$ cat src/rtl/spg_pkg.sv
// rtl/spg_pkg.sv - shared types, default widths and width helpers for serial_pattern_gen
package spg_pkg;

  typedef enum logic [1:0] {IDLE, SHIFT, PAR, GAP} state_t;

  localparam int DEF_DATA_W  = 8;
  localparam int DEF_BIT_CYC = 1;
  localparam int DEF_GAP_CYC = 2;

  localparam int DEF_IDX_W   = $clog2(DEF_DATA_W);
  localparam int DEF_BIT_W   = $clog2(DEF_BIT_CYC + 1);
  localparam int DEF_GAP_W   = $clog2(DEF_GAP_CYC + 1);

  function automatic int max2(input int a, input int b);
    return (a > b) ? a : b;
  endfunction

  // Counter width able to hold 0..n, never narrower than one bit.
  function automatic int cnt_w(input int n);
    return (n < 1) ? 1 : $clog2(n + 1);
  endfunction

endpackage

$ cat src/rtl/serial_pattern_gen_if.sv
// rtl/serial_pattern_gen_if.sv - parallel word handshake into serial_pattern_gen
interface serial_pattern_gen_if #(
  parameter int DATA_W = 8
);
  logic [DATA_W-1:0] din;
  logic              valid;
  logic              ready;

  modport master (output din, output valid, input ready);
  modport slave  (input din, input valid, output ready);
endinterface

$ cat src/rtl/spg_bit_timer.sv
// rtl/spg_bit_timer.sv - period prescaler; tick marks the last clock of each period of limit+1 clocks
module spg_bit_timer #(
  parameter int W = 1
) (
  input  logic         clk,
  input  logic         rst,
  input  logic         en,
  input  logic         clr,
  input  logic [W-1:0] limit,
  output logic         tick
);

  logic [W-1:0] cnt;

  assign tick = en && (cnt == limit);

  always_ff @(posedge clk) begin
    if (rst || clr) begin
      cnt <= '0;
    end else if (en) begin
      cnt <= tick ? '0 : cnt + W'(1);
    end
  end

endmodule

$ cat src/rtl/serial_pattern_gen.sv
// rtl/serial_pattern_gen.sv - MSB-first serializer with inter-frame gap; SPG_PARITY_EN appends an even-parity bit
module serial_pattern_gen #(
  parameter int DATA_W  = 8,
  parameter int BIT_CYC = 1,
  parameter int GAP_CYC = 2
) (
  input  logic                 clk,
  input  logic                 rst,
  serial_pattern_gen_if.slave  s,
  output logic                 x,
  output logic                 busy,
  output logic                 done
);
  import spg_pkg::*;

  localparam int IDX_W  = $clog2(DATA_W);
  localparam int TMR_W  = cnt_w(max2(BIT_CYC, GAP_CYC));
  localparam bit NO_GAP = (GAP_CYC == 0);
  localparam logic [TMR_W-1:0] BIT_LIM = TMR_W'(BIT_CYC - 1);
  localparam logic [TMR_W-1:0] GAP_LIM = TMR_W'((GAP_CYC > 0) ? GAP_CYC - 1 : 0);

  state_t              state;
  logic [DATA_W-2:0]   sh;
  logic [IDX_W-1:0]    idx;
  logic                ready_r;
`ifdef SPG_PARITY_EN
  logic                par;
`endif

  logic                tick;
  logic                last;
  logic                accept;
  logic [TMR_W-1:0]    tmr_lim;

  assign tmr_lim = (state == GAP) ? GAP_LIM : BIT_LIM;

  spg_bit_timer #(.W(TMR_W)) u_timer (
    .clk   (clk),
    .rst   (rst),
    .en    (state != IDLE),
    .clr   (accept),
    .limit (tmr_lim),
    .tick  (tick)
  );

  // last: final clock of the final bit period of the frame
  always_comb begin
    last = 1'b0;
`ifdef SPG_PARITY_EN
    if (state == PAR) last = tick;
`else
    if (state == SHIFT) last = tick && (idx == '0);
`endif
  end

  // With no gap, ready opens during the last bit so a held valid chains frames with no idle bit.
  assign s.ready = ready_r | (NO_GAP & last);
  assign accept  = s.valid & s.ready;

  always_ff @(posedge clk) begin
    if (rst) begin
      state   <= IDLE;
      sh      <= '0;
      idx     <= '0;
      x       <= 1'b0;
      ready_r <= 1'b1;
      busy    <= 1'b0;
      done    <= 1'b0;
`ifdef SPG_PARITY_EN
      par     <= 1'b0;
`endif
    end else begin
      done <= 1'b0;
      if (accept) begin
        state   <= SHIFT;
        sh      <= s.din[DATA_W-2:0];
        idx     <= IDX_W'(DATA_W - 1);
        x       <= s.din[DATA_W-1];
        busy    <= 1'b1;
        ready_r <= 1'b0;
        done    <= last;
`ifdef SPG_PARITY_EN
        par     <= ^s.din;
`endif
      end else if (last) begin
        x    <= 1'b0;
        busy <= 1'b0;
        done <= 1'b1;
        if (NO_GAP) begin
          state   <= IDLE;
          ready_r <= 1'b1;
        end else begin
          state <= GAP;
        end
      end else begin
        case (state)
          IDLE: ;
          SHIFT: begin
            if (tick) begin
`ifdef SPG_PARITY_EN
              if (idx == '0) begin
                state <= PAR;
                x     <= par;
              end else
`endif
              begin
                idx <= idx - IDX_W'(1);
                x   <= sh[DATA_W-2];
                sh  <= sh << 1;
              end
            end
          end
          PAR: ;
          GAP: begin
            if (tick) begin
              state   <= IDLE;
              ready_r <= 1'b1;
            end
          end
          default: state <= IDLE;
        endcase
      end
    end
  end

endmodule

$ cat src/flat_wrapper.sv
// flat-port wrapper written by rule: the top's interface ports become plain ports
module serial_pattern_gen_flat import spg_pkg::*;
#(
  parameter int DATA_W  = 8,
  parameter int BIT_CYC = 1,
  parameter int GAP_CYC = 2
)
  (clk, rst, x, busy, done, s_din, s_valid, s_ready);
  serial_pattern_gen_if #(.DATA_W(DATA_W)) s_i ();
  input  logic clk;
  input  logic rst;
  output logic x;
  output logic busy;
  output logic done;
  input wire logic [$bits(s_i.din)-1:0] s_din;
  input wire logic [$bits(s_i.valid)-1:0] s_valid;
  output wire logic [$bits(s_i.ready)-1:0] s_ready;
  assign s_i.din = s_din;
  assign s_i.valid = s_valid;
  assign s_ready = s_i.ready;
  serial_pattern_gen #(.DATA_W(DATA_W), .BIT_CYC(BIT_CYC), .GAP_CYC(GAP_CYC)) u_core (.clk(clk), .rst(rst), .s(s_i), .x(x), .busy(busy), .done(done));
endmodule
$ cat config.mk
export PLATFORM = sky130hd
export DESIGN_NAME = serial_pattern_gen_flat
export DESIGN_NICKNAME = d
export VERILOG_FILES = /design/src/rtl/spg_pkg.sv /design/src/rtl/serial_pattern_gen_if.sv /design/src/rtl/spg_bit_timer.sv /design/src/rtl/serial_pattern_gen.sv /design/src/flat_wrapper.sv
export SDC_FILE = /design/constraint.sdc
export NUM_CORES = 1
export LEC_CHECK = 0
export ABC_CLOCK_PERIOD_IN_PS = 2000
export BUFFER_PORTS_ARGS = -buffer_cell sky130_fd_sc_hd__clkbuf_2
export CORE_ASPECT_RATIO = 0.9
export CORE_MARGIN = 4
export CORE_UTILIZATION = 52
export CTS_CLUSTER_SIZE = 24
export DETAILED_ROUTE_END_ITERATION = 8
export GPL_ROUTABILITY_DRIVEN = 0
export PLACE_DENSITY = 0.83
export SYNTH_ARGS = -nofsm -noshare
export SYNTH_HDL_FRONTEND = slang
export SYNTH_SLANG_ARGS = --single-unit
$ cat constraint.sdc
create_clock -name clk -period 2 [get_ports clk]
set_clock_uncertainty 0.1 [all_clocks]
set_input_delay 0.1 -clock clk [delete_from_list [all_inputs] [get_ports clk]]
set_output_delay 0.1 -clock clk [all_outputs]
set_load 0.05 [all_outputs]
==> results of run 1 <==
## area by class of cell
class                      count  area, µm²  area share
multi-input combinational     63      430.4      0.4410
clock buffer                   3      22.52     0.02308
inverter                       4      15.01     0.01538
sequential                    18      360.3      0.3692
timing repair buffer          20      120.1      0.1231
tap                           22      27.53     0.02821
## through the flow
step	area (µm²)	worst slack, ns
floorplan	847.1	0.01593
CTS	973.4	0.02741
global route	975.9	0.03922
global placement	930.9	0.1201
finish	975.9	0.1406
detailed placement	930.9	0.05110
## worst max path at each step
stage                                from      endpoint  slack [ns]
floorplan                  u_core.s.ready  u_core.sh[4]        0.02
global placement    u_core.u_timer.cnt[1]  u_core.sh[1]        0.12
detailed placement  u_core.u_timer.cnt[1]  u_core.sh[2]        0.05
CTS                 u_core.u_timer.cnt[1]  u_core.sh[2]        0.03
global route        u_core.u_timer.cnt[1]  u_core.sh[2]        0.04
finish                    u_core.state[0]  u_core.sh[2]        0.14
## state kept, by name, summed over array words and instances (netlist names)
register,cells
u_core.x,1
u_core.sh,7
u_core.u_timer.cnt,2
u_core.idx,3
u_core.busy,1
u_core.s.ready,1
u_core.state,2
u_core.done,1
## repair_timing
action	in CTS	in global routing
hold buffers	2	0
resized for setup	0	1
hold endpoints to repair	2	0
endpoints found under the setup margin	0	5
## critical path, stage by stage, from the launching register on
cell,delay [ns]
dfxtp_1,0.43
or4b_1,0.54
nand2b_2,0.34
a2111oi_2,0.34
## logic make-up after synthesis
family          synth area share
flops                     0.4254
simple gates              0.2172
buf+inv                  0.06940
fa+ha+maj                0.02954
compound gates            0.2481
xor+xnor                 0.01034
## metal layers
metal  vias to the layer above  share of wire  GRT usage
li1                        380              -          -
met3                         2          0.060    0.04854
met5                         -              0          0
met2                        22           0.46     0.2682
met1                       350           0.47     0.2055
met4                         0         0.0078    0.06452
## synthesized netlist by cell type
cell type,number
or4b_1,1
or2_2,1
a221oi_1,1
nand2_1,5
a2111oi_2,5
nand2b_1,2
nor2_1,13
xor2_1,1
ha_1,2
clkbuf_1,5
nor4b_1,2
o21bai_1,2
clkbuf_2,1
inv_1,4
and2_1,1
nor4_1,7
buf_1,1
o211ai_1,1
a31oi_1,1
a311oi_1,4
o21ai_0,1
a21oi_1,6
buf_2,1
o21ai_1,1
buf_6,1
nor3_1,1
a211oi_1,3
or3b_1,1
nor2b_1,1
dfxtp_1,18
## cell usage in the layout (no fill, tap or decap), types with 2 or more instances in the layout
master,instances
nor2_1,13
a311oi_1,4
a21oi_1,6
nand2_1,5
dlygate4sd3_1,2
inv_1,4
clkbuf_2,14
dfxtp_1,18
o21bai_1,2
a211oi_1,3
clkbuf_4,3
nor4b_1,2
nor4_1,7
a2111oi_2,5
buf_4,4
ha_1,2
## power groups by stage
| stage | Clock [mW] | Combinational [mW] | Sequential (mW) |
|---|---|---|---|
| 4_1_cts | 0.178 | 0.192 | 0.409 |
| 6_report | 0.174 | 0.193 | 0.409 |
| 5_1_grt | 0.199 | 0.213 | 0.413 |
| 2_1_floorplan | 0 | 0.124 | 0.436 |
| 3_5_place_dp | 0 | 0.188 | 0.417 |
| 3_3_place_gp | 0 | 0.183 | 0.415 |
==> flow_metrics.py, run 1 <==
metrics = {
    "outcome": {
        "outcome": "finished clean",
    },
    "hold_path": {
        "hp-start": "s_din[3]",
        "hold_path_end": "u_core.sh[3]",
        "hp-class": "in -> reg",
        "worstHoldPathCells": 3,
    },
    "clocking": {
        "clock_path_buffers": 2,
        "clkTransAtPathRegs_ns": 0.10,
        "htreeDepth": 1,
        "cts_tree": "built",
        "clockRootBuffer": "clkbuf_4",
        "cts_setup_buffers": 0,
        "clk_latency_ns": 0.29,
        "clkSinkCount": 18,
        "cts_buffers": 3,
    },
    "setup_path": {
        "end_kind": "register",
        "r2r_cells": 3,
        "critPathLaunchType": "register",
        "path_class": "reg -> reg",
        "r2r_end": "u_core.sh[2]",
        "r2r-start": "u_core.state[0]",
        "r2r_slack_ns": 0.14,
        "cp_max_fo": 9,
        "cp.required_ns": 2.09,
        "arrival_ns": 1.95,
    },
    "sta": {
        "period_needed_ns": 1.859,
        "max_freq_ghz": 0.5378,
        "setup_viol": 0,
        "relSlewSlack": 0.5944,
        "slew_viol_final": 0,
        "worst_pin_slew_ns": 0.6084,
        "whs_ns": 0.01140,
        "finalHoldViolCount": 0,
        "period_share": 0.9297,
        "finalSetupTns_ns": 0,
        "rsz0062_at_grt": "false",
    },
    "power": {
        "switching_share": 0.3088,
        "power_leakage_nw": 0.3820,
        "p_seq_frac": 0.527,
        "peakVddDrop_v": 0.0004925,
        "total_power_mw": 0.7758,
        "clock_power_share": 0.224,
        "powerDensity_nw_per_um2": 794.9,
        "combPwrFrac": 0.249,
        "internal_power_mw": 0.5362,
        "power.switching_mw": 0.2395,
    },
    "drt": {
        "drt-initial-drc-count": 14,
        "vias": 754,
        "route.final.wire_length_um": 1677,
        "drcViolationCount": 0,
        "post_drt_wl_per_cell_um": 12.90,
        "viasPerCell": 5.800,
        "ant_nets": 0,
        "first_pass_iters": 4,
    },
    "cells_and_area": {
        "layout.nets": 123,
        "area_delta_synth_final_pct": 15.21,
        "n_fill_cell": 133,
        "antenna_cells": 0,
        "drive_above_1_share": 0.2593,
        "fin_util": 0.6522,
        "fin_cells": 130,
    },
    "synth": {
        "yosysSeqAreaShare": 0.4254,
        "syn-num-nets": 107,
        "synth_top_area_frac": 0.4254,
        "synthTopCellsByArea": "dfxtp_1, a2111oi_2, nor2_1",
        "ys_ff_latch": 18,
        "synth_area_um2": 847.1,
        "ys_types": 30,
        "yosysTopAreaCell": "dfxtp_1",
        "ys.warnings.count": 0,
        "avgSynthCellArea_um2": 9.011,
        "synthCells": 94,
    },
    "global_routing": {
        "grt_pass1_vias": 620,
        "grt_antenna_before_repair": 0,
        "grt_usage": 0.1641,
        "grt_start_max_net_pins": 19,
        "grt_overflow_total": 0,
        "grt_pass1_wl_um": 2842,
    },
    "place": {
        "place_hpwl_um": 1156,
        "dp.cells": 125,
        "portBuffers": 14,
    },
    "die": {
        "dieWidth_um": 50.55,
        "die_h_um": 46.29,
        "die-area_um2": 2340,
        "pin_count": 15,
        "coreArea_um2": 1496,
        "rows": 13,
        "initial_utilization": 0.5661,
    },
    "job": {
        "max_cap_viol_count": 0,
    },
}
Power figures use the tool's default switching activity.
==> inputs of run 2 (changes only) <==
--- a/config.mk
+++ b/config.mk
@@ -7,6 +7,7 @@
 export LEC_CHECK = 0
 export ABC_CLOCK_PERIOD_IN_PS = 2000
 export BUFFER_PORTS_ARGS = -buffer_cell sky130_fd_sc_hd__clkbuf_2
+export CAP_MARGIN = 10
 export CORE_ASPECT_RATIO = 0.9
 export CORE_MARGIN = 4
 export CORE_UTILIZATION = 52
@@ -14,6 +15,7 @@
 export DETAILED_ROUTE_END_ITERATION = 8
 export GPL_ROUTABILITY_DRIVEN = 0
 export PLACE_DENSITY = 0.83
+export REMOVE_ABC_BUFFERS = 1
 export SYNTH_ARGS = -nofsm -noshare
 export SYNTH_HDL_FRONTEND = slang
 export SYNTH_SLANG_ARGS = --single-unit
==> flow_metrics.py, run 2 (same netlist as run 1, synthesis figures left out) <==
metrics = {
    "cells_and_area": {
        "largest_reg_flops": 7,
        "drive_above_1_share": 0.2593,
        "fin_cells": 130,
        "final_cell_mix": "dfxtp_1, clkbuf_2, nor2_1",
        "final_common_cell": "dfxtp_1",
        "regMostFlops": "u_core.sh",
        "area_delta_synth_final_pct": 15.21,
        "reg_top3": "u_core.sh (7), u_core.idx (3)",
        "layout.nets": 123,
        "antenna_cells": 0,
    },
    "drt": {
        "first_pass_iters": 4,
        "route.final.wire_length_um": 1757,
        "post_drt_wl_per_cell_um": 13.52,
        "vias": 748,
        "ant_nets": 0,
        "drcViolationCount": 0,
        "drt-initial-drc-count": 10,
        "viasPerCell": 5.754,
    },
    "setup_path": {
        "r2r_end": "u_core.sh[2]",
        "arrival_ns": 1.91,
        "r2r_slack_ns": 0.19,
        "path_class": "reg -> reg",
        "cp_max_fo": 9,
        "r2r_cells": 3,
        "critPathLaunchType": "register",
        "cp.required_ns": 2.09,
        "r2r-start": "u_core.u_timer.cnt[1]",
        "end_kind": "register",
    },
    "power": {
        "total_power_mw": 0.7870,
        "peakVddDrop_v": 0.0005500,
        "combPwrFrac": 0.252,
        "switching_share": 0.3155,
        "powerDensity_nw_per_um2": 806.4,
        "p_seq_frac": 0.520,
        "internal_power_mw": 0.5387,
        "power_leakage_nw": 0.3815,
        "power.switching_mw": 0.2483,
        "clock_power_share": 0.228,
    },
    "global_routing": {
        "grt_overflow_total": 0,
        "grt_usage": 0.1838,
        "grt_start_max_net_pins": 18,
        "grt_antenna_before_repair": 0,
        "grt_pass1_vias": 691,
        "grt_pass1_wl_um": 3125,
    },
    "clocking": {
        "cts_setup_buffers": 0,
        "clk_latency_ns": 0.29,
        "clkSinkCount": 18,
        "clkTransAtPathRegs_ns": 0.10,
        "cts_buffers": 3,
        "htreeDepth": 1,
        "clock_path_buffers": 2,
        "clockRootBuffer": "clkbuf_4",
        "cts_tree": "built",
    },
    "hold_path": {
        "hold_path_end": "u_core.sh[6]",
        "hp-class": "in -> reg",
        "hp-start": "s_din[6]",
        "worstHoldPathCells": 3,
    },
    "sta": {
        "finalHoldViolCount": 0,
        "setup_viol": 0,
        "rsz0062_at_grt": "false",
        "finalSetupTns_ns": 0,
        "slew_viol_final": 0,
        "worst_pin_slew_ns": 0.5848,
        "relSlewSlack": 0.6101,
        "period_needed_ns": 1.811,
        "max_freq_ghz": 0.5521,
        "period_share": 0.9057,
    },
    "place": {
        "portBuffers": 14,
        "dp.cells": 125,
        "place_hpwl_um": 1182,
    },
    "die": {
        "initial_utilization": 0.5661,
        "coreArea_um2": 1496,
        "die-area_um2": 2340,
        "dieWidth_um": 50.55,
        "rows": 13,
        "die_h_um": 46.29,
        "pin_count": 15,
    },
    "job": {
        "max_cap_viol_count": 0,
    },
    "outcome": {
        "outcome": "finished clean",
    },
}
-- run 2: area by class of cell --
| class | count | area, µm² |
|---|---|---|
| clock buffer | 3 | 22.52 |
| fill | 141 | 520.5 |
| inverter | 4 | 15.01 |
| multi-input combinational | 63 | 430.4 |
| sequential | 18 | 360.3 |
| tap | 22 | 27.53 |
| timing repair buffer | 20 | 120.1 |
-- run 2: worst max-delay path: stages (launching register included) --
cell	delay (ns)
dfxtp_1	0.37
or4b_1	0.59
nand2b_2	0.33
a2111oi_2	0.33
-- run 2: per-stage QoR --
step	setup slack [ns]	utilization	cell area (µm²)	hold slack (ns)
floorplan	0.07644	-	803.3	0.06886
finish	0.1886	0.6522	975.9	0.009954
CTS	0.07384	0.6505	973.4	0.004782
global placement	0.1702	0.6221	930.9	0.2306
global route	0.06590	0.6522	975.9	0.008763
detailed placement	0.09273	0.6221	930.9	0.2297
-- run 2: layer usage --
metal	vias up	GRT usage	wire, µm
li1	372	-	-
met1	338	0.2373	831
met2	28	0.2656	777
met3	10	0.03883	85
met4	0	0.1505	63
met5	-	0	0
-- run 2: power by group through the flow --
stage	logic, mW	registers [mW]	clock network, mW
floorplan	0.114	0.436	0
global placement	0.187	0.415	0
detailed placement	0.193	0.417	0
CTS	0.197	0.409	0.183
global route	0.221	0.414	0.201
finish	0.199	0.409	0.179
-- run 2: repair_timing --
action / 4_1_cts / 5_1_grt
resized for setup: 0 / 1
setup endpoints to repair: 0 / 4
hold buffers: 2 / 0
hold endpoints to repair: 2 / 0
-- run 2: how the worst max path moves through the flow --
stage                     startpoint            to  slack, ns  depth (start not counted)
2_1_floorplan        u_core.state[1]  u_core.sh[1]       0.08                          3
3_3_place_gp   u_core.u_timer.cnt[1]  u_core.sh[1]       0.17                          3
3_5_place_dp   u_core.u_timer.cnt[1]  u_core.sh[2]       0.09                          3
4_1_cts        u_core.u_timer.cnt[1]  u_core.sh[2]       0.07                          3
5_1_grt        u_core.u_timer.cnt[1]  u_core.sh[3]       0.07                          3
6_report       u_core.u_timer.cnt[1]  u_core.sh[2]       0.19                          3
==> inputs of run 3 (changes only) <==
--- a/config.mk
+++ b/config.mk
@@ -8,13 +8,15 @@
 export ABC_CLOCK_PERIOD_IN_PS = 2000
 export BUFFER_PORTS_ARGS = -buffer_cell sky130_fd_sc_hd__clkbuf_2
 export CAP_MARGIN = 10
+export CELL_PAD_IN_SITES_DETAIL_PLACEMENT = 0
+export CELL_PAD_IN_SITES_GLOBAL_PLACEMENT = 1
 export CORE_ASPECT_RATIO = 0.9
 export CORE_MARGIN = 4
-export CORE_UTILIZATION = 52
+export CORE_UTILIZATION = 39
 export CTS_CLUSTER_SIZE = 24
 export DETAILED_ROUTE_END_ITERATION = 8
 export GPL_ROUTABILITY_DRIVEN = 0
-export PLACE_DENSITY = 0.83
+export PLACE_DENSITY = 0.82
 export REMOVE_ABC_BUFFERS = 1
 export SYNTH_ARGS = -nofsm -noshare
 export SYNTH_HDL_FRONTEND = slang
==> flow_metrics.py, run 3 (same netlist as run 1, synthesis figures left out) <==
metrics = {
    "setup_path": {
        "cp.required_ns": 2.12,
        "crit_start": "u_core.state[1]",
        "end_kind": "register",
        "arrival_ns": 2.02,
        "r2r_cells": 4,
        "path_class": "reg -> reg",
        "r2r-start": "u_core.state[1]",
        "critPathLaunchType": "register",
        "cp_max_fo": 7,
        "r2r_slack_ns": 0.09,
        "r2r_end": "u_core.x",
    },
    "die": {
        "initial_utilization": 0.4258,
        "pin_count": 15,
        "die-area_um2": 2983,
        "coreArea_um2": 1989,
        "die_h_um": 52.22,
        "dieWidth_um": 57.13,
        "rows": 15,
    },
    "sta": {
        "finalSetupTns_ns": 0,
        "max_freq_ghz": 0.5248,
        "relSlewSlack": 0.6180,
        "finalHoldViolCount": 0,
        "period_share": 0.9527,
        "setup_viol": 0,
        "rsz0062_at_grt": "false",
        "slew_viol_final": 0,
        "worst_pin_slew_ns": 0.5731,
        "period_needed_ns": 1.905,
    },
    "clocking": {
        "clkSinkCount": 18,
        "htreeDepth": 1,
        "clock_path_buffers": 2,
        "cts_tree": "built",
        "clockRootBuffer": "clkbuf_4",
        "clk_latency_ns": 0.29,
        "cts_buffers": 3,
        "clkTransAtPathRegs_ns": 0.10,
    },
    "cells_and_area": {
        "fin_util": 0.5201,
        "largest_reg_flops": 7,
        "reg_top3": "u_core.sh (7), u_core.idx (3)",
        "antenna_cells": 0,
        "final_common_cell": "dfxtp_1",
        "stdcell_area_um2": 1035,
        "layout.nets": 127,
        "drive_above_1_share": 0.2832,
        "regMostFlops": "u_core.sh",
        "final_cell_mix": "dfxtp_1, clkbuf_2, nor2_1",
        "area_delta_synth_final_pct": 22.16,
    },
    "hold_path": {
        "worstHoldPathCells": 3,
        "hp-class": "in -> reg",
        "hold_path_end": "u_core.sh[2]",
        "hp-start": "s_din[2]",
    },
    "global_routing": {
        "grt_start_max_net_pins": 18,
        "grt_usage": 0.1342,
        "grt_pass1_wl_um": 3111,
        "grt_overflow_total": 0,
        "grt_antenna_before_repair": 0,
        "grt_pass1_vias": 709,
    },
    "outcome": {
        "outcome": "finished clean",
    },
    "power": {
        "peakVddDrop_v": 0.0004388,
        "powerDensity_nw_per_um2": 809.9,
        "power_leakage_nw": 0.4076,
        "total_power_mw": 0.8381,
    },
    "drt": {
        "route.final.wire_length_um": 1786,
        "wl_met1_um": 858,
        "post_drt_wl_per_cell_um": 12.94,
        "wl_met2_um": 776,
        "wl_met3_um": 116,
        "viasPerCell": 5.377,
        "top_layer": "met4",
        "vias": 742,
        "ant_nets": 0,
        "first_pass_iters": 4,
        "drt-initial-drc-count": 26,
        "drcViolationCount": 0,
    },
    "place": {
        "place_hpwl_um": 1214,
        "portBuffers": 14,
        "dpl-instance-area_um2": 949.7,
    },
    "job": {
        "max_cap_viol_count": 0,
    },
}
run 3: changes by cell type in the layout (fill, tap and decap cells not counted):
cell,before,now
buf_4,4,6
clkbuf_8,0,1
dlygate4sd3_1,2,4
a311oi_1,4,3
a311oi_2,0,1
run 3: routing by layer:
metal | vias up | GRT usage
met5 | - | 0
met1 | 338 | 0.1796
met4 | 0 | 0.06950
met3 | 4 | 0.02709
li1 | 382 | -
met2 | 18 | 0.2034
run 3: power by group:
| part | switching, mW | total (mW) | internal, mW | leakage (nW) |
|---|---|---|---|---|
| registers | 0.0179 | 0.409 | 0.392 | 0.149 |
| logic | 0.123 | 0.207 | 0.0837 | 0.238 |
| clock network | 0.111 | 0.222 | 0.111 | 0.0210 |
| total | 0.252 | 0.838 | 0.586 | 0.408 |
run 3: how the worst max path moves through the flow:
stage,to,slack [ns],cells after the start
after detailed placement,u_core.sh[4],0.11,3
after global placement,u_core.sh[2],0.16,3
after floorplan,u_core.sh[1],0.08,3
after global routing,u_core.x,0.01,4
after CTS,u_core.sh[4],0.07,3
final,u_core.x,0.09,4
run 3: critical path, stage by stage, from the launching register on:
cell      delay [ns]
dfxtp_1         0.38
or4b_1          0.57
buf_4           0.18
or3b_1          0.35
a311oi_2        0.25
run 3: stage by stage:
stage	cells	hold slack [ns]	worst slack [ns]
floorplan	85	0.06886	0.07644
global placement	130	0.2251	0.1585
detailed placement	130	0.2343	0.1099
CTS	138	0.002541	0.07155
global route	138	0.0008394	0.01166
finish	138	0.01010	0.09467
run 3: layout make-up:
class	count	area, µm²
Multi-Input combinational cell	63	436.7
Fill cell	200	954.7
Sequential cell	18	360.3
Tap cell	25	31.28
Inverter	4	15.01
Clock buffer	4	36.28
Timing Repair Buffer	24	155.1
run 3: timing repair:
| action | in CTS | in global routing |
|---|---|---|
| hold buffers | 4 | 0 |
| buffers inserted | 0 | 0 |
| gates resized for setup | 0 | 2 |
| endpoints found under the hold margin | 4 | 0 |
| endpoints found under the setup margin | 0 | 7 |
